===== config.mk =====
export PLATFORM = sky130hd
export DESIGN_NAME = uart_tx_fifo_gen
export DESIGN_NICKNAME = d
export VERILOG_FILES = /design/src/rtl/uart_tx_fifo_gen.sv
export SDC_FILE = /design/constraint.sdc
export NUM_CORES = 1
export LEC_CHECK = 0
export ABC_AREA = 1
export CAP_MARGIN = 40
export CORE_MARGIN = 2
export CORE_UTILIZATION = 61
export DETAILED_ROUTE_END_ITERATION = 10
export GPL_TIMING_DRIVEN = 1
export PLACE_DENSITY = 0.89
export SETUP_SLACK_MARGIN = 0.02
export SYNTH_ARGS = -nofsm -noshare
export SYNTH_HDL_FRONTEND = slang
export SYNTH_SLANG_ARGS = --single-unit

===== constraint.sdc =====
create_clock -name clk -period 3.6 [get_ports clk]
set_input_delay 0.72 -clock clk [delete_from_list [all_inputs] [get_ports clk]]
set_output_delay 0.72 -clock clk [all_outputs]
set_load 0.1 [all_outputs]

===== src/rtl/uart_tx_fifo_gen.sv =====
// UART transmitter with an integrated transmit FIFO: 5-8 data bits, optional
// parity, one or two stop bits, line break, and gapless back-to-back frames.
module uart_tx_fifo_gen #(
  parameter int unsigned FIFO_DEPTH = 16,
  parameter int unsigned CNT_W      = $clog2(FIFO_DEPTH) + 1
) (
  input  logic             clk,
  input  logic             reset,
  input  logic             xmit_pulse,
  input  logic             wr_en,
  input  logic [7:0]       wr_data,
  input  logic [1:0]       data_len,
  input  logic             parity_en,
  input  logic             odd_n_even,
  input  logic             stop2,
  input  logic             send_break,
  output logic             tx,
  output logic             tx_busy,
  output logic             fifo_full,
  output logic             fifo_empty,
  output logic [CNT_W-1:0] fifo_count,
  output logic             overflow
);

  localparam int unsigned      AW        = $clog2(FIFO_DEPTH);
  localparam logic [CNT_W-1:0] DEPTH_CNT = CNT_W'(FIFO_DEPTH);

  typedef enum logic [3:0] {
    S_IDLE,
    S_LOADED,
    S_START,
    S_DATA,
    S_PARITY,
    S_STOP1,
    S_STOP2,
    S_BRKWAIT,
    S_BREAK
  } state_t;

  // FIFO storage and bookkeeping
  logic [7:0]       mem_q [FIFO_DEPTH];
  logic [AW-1:0]    wr_ptr_q, wr_ptr_d;
  logic [AW-1:0]    rd_ptr_q, rd_ptr_d;
  logic [CNT_W-1:0] count_q, count_d;
  logic             full_q, full_d;
  logic             empty_q, empty_d;
  logic             ovf_q, ovf_d;
  logic             push;
  logic             pop;

  // Transmitter state and per-frame latched configuration
  state_t           state_q, state_d;
  logic             tx_q, tx_d;
  logic             busy_q, busy_d;
  logic [7:0]       char_q, char_d;
  logic [3:0]       nbits_q, nbits_d;
  logic             par_en_q, par_en_d;
  logic             odd_q, odd_d;
  logic             stop2_q, stop2_d;
  logic [3:0]       idx_q, idx_d;
  logic             frame_end;

  logic [7:0]       head_data;
  logic [7:0]       len_mask;
  logic [3:0]       len_bits;
  logic             parity_bit;

  assign head_data  = mem_q[rd_ptr_q];
  assign len_mask   = 8'hFF >> (2'd3 - data_len);
  assign len_bits   = {2'b00, data_len} + 4'd5;
  // Unused high bits are cleared at pop time, so a full-width XOR is exact.
  assign parity_bit = (^char_q) ^ odd_q;

  always_comb begin
    state_d   = state_q;
    tx_d      = tx_q;
    idx_d     = idx_q;
    char_d    = char_q;
    nbits_d   = nbits_q;
    par_en_d  = par_en_q;
    odd_d     = odd_q;
    stop2_d   = stop2_q;
    pop       = 1'b0;
    frame_end = 1'b0;

    unique case (state_q)
      S_IDLE: begin
        tx_d = 1'b1;
        if (send_break) begin
          state_d = S_BRKWAIT;
        end else if (!empty_q) begin
          pop     = 1'b1;
          state_d = S_LOADED;
        end
      end
      S_LOADED: begin
        if (xmit_pulse) begin
          tx_d    = 1'b0;
          state_d = S_START;
        end
      end
      S_START: begin
        if (xmit_pulse) begin
          tx_d    = char_q[0];
          idx_d   = 4'd1;
          state_d = S_DATA;
        end
      end
      S_DATA: begin
        if (xmit_pulse) begin
          if (idx_q < nbits_q) begin
            tx_d  = char_q[idx_q[2:0]];
            idx_d = idx_q + 4'd1;
          end else if (par_en_q) begin
            tx_d    = parity_bit;
            state_d = S_PARITY;
          end else begin
            tx_d    = 1'b1;
            state_d = S_STOP1;
          end
        end
      end
      S_PARITY: begin
        if (xmit_pulse) begin
          tx_d    = 1'b1;
          state_d = S_STOP1;
        end
      end
      S_STOP1: begin
        if (xmit_pulse) begin
          if (stop2_q) begin
            tx_d    = 1'b1;
            state_d = S_STOP2;
          end else begin
            frame_end = 1'b1;
          end
        end
      end
      S_STOP2: begin
        if (xmit_pulse) begin
          frame_end = 1'b1;
        end
      end
      S_BRKWAIT: begin
        if (xmit_pulse) begin
          tx_d    = 1'b0;
          state_d = S_BREAK;
        end
      end
      S_BREAK: begin
        // Leaving break always costs one mark bit via a single-stop STOP1.
        if (xmit_pulse && !send_break) begin
          tx_d    = 1'b1;
          stop2_d = 1'b0;
          state_d = S_STOP1;
        end
      end
      default: begin
        tx_d    = 1'b1;
        state_d = S_IDLE;
      end
    endcase

    if (frame_end) begin
      if (!empty_q && !send_break) begin
        pop     = 1'b1;
        tx_d    = 1'b0;
        state_d = S_START;
      end else begin
        tx_d    = 1'b1;
        state_d = S_IDLE;
      end
    end

    if (pop) begin
      char_d   = head_data & len_mask;
      nbits_d  = len_bits;
      par_en_d = parity_en;
      odd_d    = odd_n_even;
      stop2_d  = stop2;
    end

    busy_d = (state_d != S_IDLE);
  end

  // A write into a full FIFO still lands when the head leaves in the same cycle.
  always_comb begin
    push     = wr_en && (!full_q || pop);
    ovf_d    = wr_en && !push;
    wr_ptr_d = push ? wr_ptr_q + AW'(1) : wr_ptr_q;
    rd_ptr_d = pop  ? rd_ptr_q + AW'(1) : rd_ptr_q;
    unique case ({push, pop})
      2'b10:   count_d = count_q + CNT_W'(1);
      2'b01:   count_d = count_q - CNT_W'(1);
      default: count_d = count_q;
    endcase
    full_d  = (count_d == DEPTH_CNT);
    empty_d = (count_d == '0);
  end

  always_ff @(posedge clk) begin
    if (!reset && push) begin
      mem_q[wr_ptr_q] <= wr_data;
    end
  end

  always_ff @(posedge clk) begin
    if (reset) begin
      wr_ptr_q <= '0;
      rd_ptr_q <= '0;
      count_q  <= '0;
      full_q   <= 1'b0;
      empty_q  <= 1'b1;
      ovf_q    <= 1'b0;
      state_q  <= S_IDLE;
      tx_q     <= 1'b1;
      busy_q   <= 1'b0;
      char_q   <= '0;
      nbits_q  <= '0;
      par_en_q <= 1'b0;
      odd_q    <= 1'b0;
      stop2_q  <= 1'b0;
      idx_q    <= '0;
    end else begin
      wr_ptr_q <= wr_ptr_d;
      rd_ptr_q <= rd_ptr_d;
      count_q  <= count_d;
      full_q   <= full_d;
      empty_q  <= empty_d;
      ovf_q    <= ovf_d;
      state_q  <= state_d;
      tx_q     <= tx_d;
      busy_q   <= busy_d;
      char_q   <= char_d;
      nbits_q  <= nbits_d;
      par_en_q <= par_en_d;
      odd_q    <= odd_d;
      stop2_q  <= stop2_d;
      idx_q    <= idx_d;
    end
  end

  assign tx         = tx_q;
  assign tx_busy    = busy_q;
  assign fifo_full  = full_q;
  assign fifo_empty = empty_q;
  assign fifo_count = count_q;
  assign overflow   = ovf_q;

endmodule


==> key figures <==
Run status
  • Status: completed

Critical path
  • Worst setup EP type: flop
  • Kind of critical path: primary input to flop
  • CP bufs+invs: 2
  • Register-to-Register Setup Slack: 0.61 ns
  • CP arrival: 3.49 ns
  • CP max stage delay: 0.48 ns
  • Setup crit start kind: primary input
  • Critical path's slowest cell: clkdlybuf4s50_1
  • Critical Path, Cell by Cell: clkdlybuf4s50_1 -> nor2_1 -> nand2_1 -> nand3_4 -> nand2_4 -> ha_1 -> xor2_1 -> ha_1 -> inv_1 -> nand2_1 -> nand2_1 -> o21ai_0 -> nand3_1 -> nand2_1 -> nand2_1 -> nand3b_1 -> nand2_1
  • Cell mode on critical path: nand2_1
  • Crit-path max FO: 7
  • Worst endpoint required time: 3.97 ns
  • RR Startpoint: state_q[1]$_SDFF_PP0_
  • Crit path from: send_break
  • Top delay family on crit path: simple AND/OR/NAND/NOR gates

Global routing
  • Initial antenna violation count: 0
  • GRT Total Usage: 0.282
  • Global route total overflow: 0
  • First-pass GRT wire length: 28.7 mm
  • Largest net degree at the start of global routing: 65
  • Vias in the first global route: 5,845

Synth
  • Top-area cell type share of the netlist area: 0.497
  • Syn_nets: 823
  • Synthesized cell area: 7730 um^2
  • Ys Warns: 0
  • Largest family of logic cells by synthesized area: simple AND/OR/NAND/NOR gates
  • Top cells by area, synth: edfxtp_1, dfxtp_1, nor2_1, nand2_1, o21ai_0
  • Seq/Total Area, Yosys: 0.614
  • Synth Area per Inst: 9.78 um^2
  • Synth Area in XOR/XNOR: 0.00906
  • Mux contribution to synthesized area: 0.00129
  • Yosys cell types: 37
  • Cells after Synth: 791
  • Adder-Cell Fraction of Synth Area: 0.0227
  • #FFs+latches synth: 173
  • Area leader, netlist: edfxtp_1
  • Fraction of registers with async set or reset after synthesis: 0
  • Compound-Gate Fraction of Synth Area: 0.125
  • Post-synth EDFFs: 128
  • Synth Area in Simple Gates: 0.176
  • Dominant synthesized flop cell: edfxtp_1

Cells and area
  • Nets: 861
  • Fin util: 0.709
  • Share of cells above drive strength 1: 0.0903
  • Area Growth Syn to Fin: 14.7%
  • Ant. Diodes: 0

Timing
  • Max-slew headroom: 0.546
  • Final hold vios: 0
  • Worst Tran Pin Value: 0.679 ns
  • Hold slack: 0.474 ns
  • Setup_tns: 0 ns
  • PnR worst setup slack: 0.485 ns
  • Tcrit/Tclk final: 0.865
  • Clock Skew: 0.00693 ns
  • Setup violators final: 0
  • Period minus WS final: 3.11 ns
  • Final slew viol count: 0
  • RSZ-0062 raised after global routing: no
  • Achievable Freq: 321 MHz

Clocking
  • CTS tree: yes
  • Reg clk slew, reported paths: 0.07 ns
  • Skew-Pair Late Insertion Delay: 0.42 ns
  • Cells resized by post-CTS repair: 0
  • CTS max path bufs: 2
  • H-tree levels: 4
  • CTS Root Cell: clkbuf_16
  • # Post-CTS Setup Buffers: 0
  • CTS Sinks: 173
  • Cts hold-fix bufs: 0
  • Num CTS Buffers: 17

Worst hold path
  • Hold path start: odd_q$_SDFFE_PP0P_
  • Worst hold path type: flop to flop

Floorplan
  • Initial Util: 0.618
  • Chip Height: 117 um
  • I/O pins: 28
  • Die width: 117 um
  • Standard-cell rows: 41
  • Core area: 12,500 um^2
  • Die ar.: 13,600 um^2

Placed design
  • DP HPWL: 10.8 mm
  • Worst slack, placed: 0.143 ns
  • GP Congestion: 0.940
  • I/O Buffers: 27

Route
  • DR iter-0 viols: 752
  • WL final: 17.8 mm
  • Drt first pass iters: 5
  • Number of vias per cell: 5.84
  • ANT nets after route: 0
  • Remaining routing DRC violations: 0
  • Average routed wire per standard cell: 17.6 um
  • DR vias: 5,923

Pwr
  • Leakage: 3.32 nW
  • Power per standard cell area: 656 nW/um^2
  • Peak supply drop: 824 uV

Job
  • MaxCap Viol Count: 0
-- kinds of logic after synthesis --
family | count (synthesis)
and+or+nand+nor | 328
DFF | 173
AOI/OAI and AO/OA | 167
buffers and inverters | 100
adders and majority gates | 14
xor gates and xnor gates | 8
muxes | 1
-- worst paths after layout --
check	depth (start not counted)	end
max	17	fifo_empty$_SDFF_PP1_
min	2	odd_q$_SDFFE_PP0P_
max reg2reg	19	fifo_empty$_SDFF_PP1_
min reg2reg	2	odd_q$_SDFFE_PP0P_
-- cells in the final DEF (no fill, tap or decap), drive strengths merged, types with 14 or more instances in the layout --
| cell | count |
|---|---|
| o21ai | 95 |
| nand3 | 28 |
| dfxtp | 45 |
| nor2 | 156 |
| nand2 | 131 |
| clkbuf | 18 |
| clkdlybuf4s50 | 27 |
| edfxtp | 128 |
| buf | 25 |
| ha | 14 |
| a21oi | 26 |
| o211ai | 29 |
| inv | 68 |
-- report_power, final --
| part | switching, W | internal [W] | total (W) |
|---|---|---|---|
| sequential | 0.000118 | 0.00226 | 0.00238 |
| combinational | 0.00123 | 0.000586 | 0.00181 |
| clock | 0.000751 | 0.000879 | 0.00163 |
| total | 0.00210 | 0.00373 | 0.00582 |
-- synth_stat cells, types with 5 or more instances --
library cell,instances
dfxtp_1,45
nand2_1,127
o211ai_1,29
nor2_2,11
edfxtp_1,128
nand3_1,27
clkbuf_1,25
inv_1,61
xor2_1,7
buf_2,5
ha_1,14
nor2_1,145
a21oi_1,25
o22ai_1,8
o21ai_0,93
-- layout make-up --
class                   instances  area (um^2)
repair buffers                 52          553
clock buffers                  18          429
fillers                       820         3640
inverters                      67          253
multi-input cells             518         2580
well taps                     172          215
clock inverters                14         93.8
flip-flops and latches        173         4750
-- metal layers --
layer / vias to the layer above / GRT usage / share of wire
li1: 2772 / - / -
met1: 2736 / 0.355 / 0.38
met2: 337 / 0.456 / 0.48
met3: 78 / 0.0664 / 0.090
met4: 0 / 0.155 / 0.045
met5: - / 0 / 0
-- worst min-delay path, stage by stage, from the launching register on --
cell and delay, ns:
dfxtp_1 0.31, inv_1 0.06, a21oi_1 0.06
-- through the flow --
step / area [um^2] / total power, W / std cells
floorplan: 7730 / 0.00361 / 791
global placement: 8170 / 0.00398 / 971
detailed placement: 8350 / 0.00416 / 982
CTS: 8870 / 0.00579 / 1014
global route: 8870 / 0.00609 / 1014
finish: 8870 / 0.00582 / 1014
-- flip-flops by register name, summed over array words and instances (netlist names), named ones only --
register    count
char_q          8
fifo_count      5
fifo_empty      1
fifo_full       1
idx_q           4
mem_q         128
nbits_q         4
odd_q           1
overflow        1
par_en_q        1
rd_ptr_q        4
state_q         4
stop2_q         1
tx              1
tx_busy         1
wr_ptr_q        4
(Power assumes the default switching activity.)
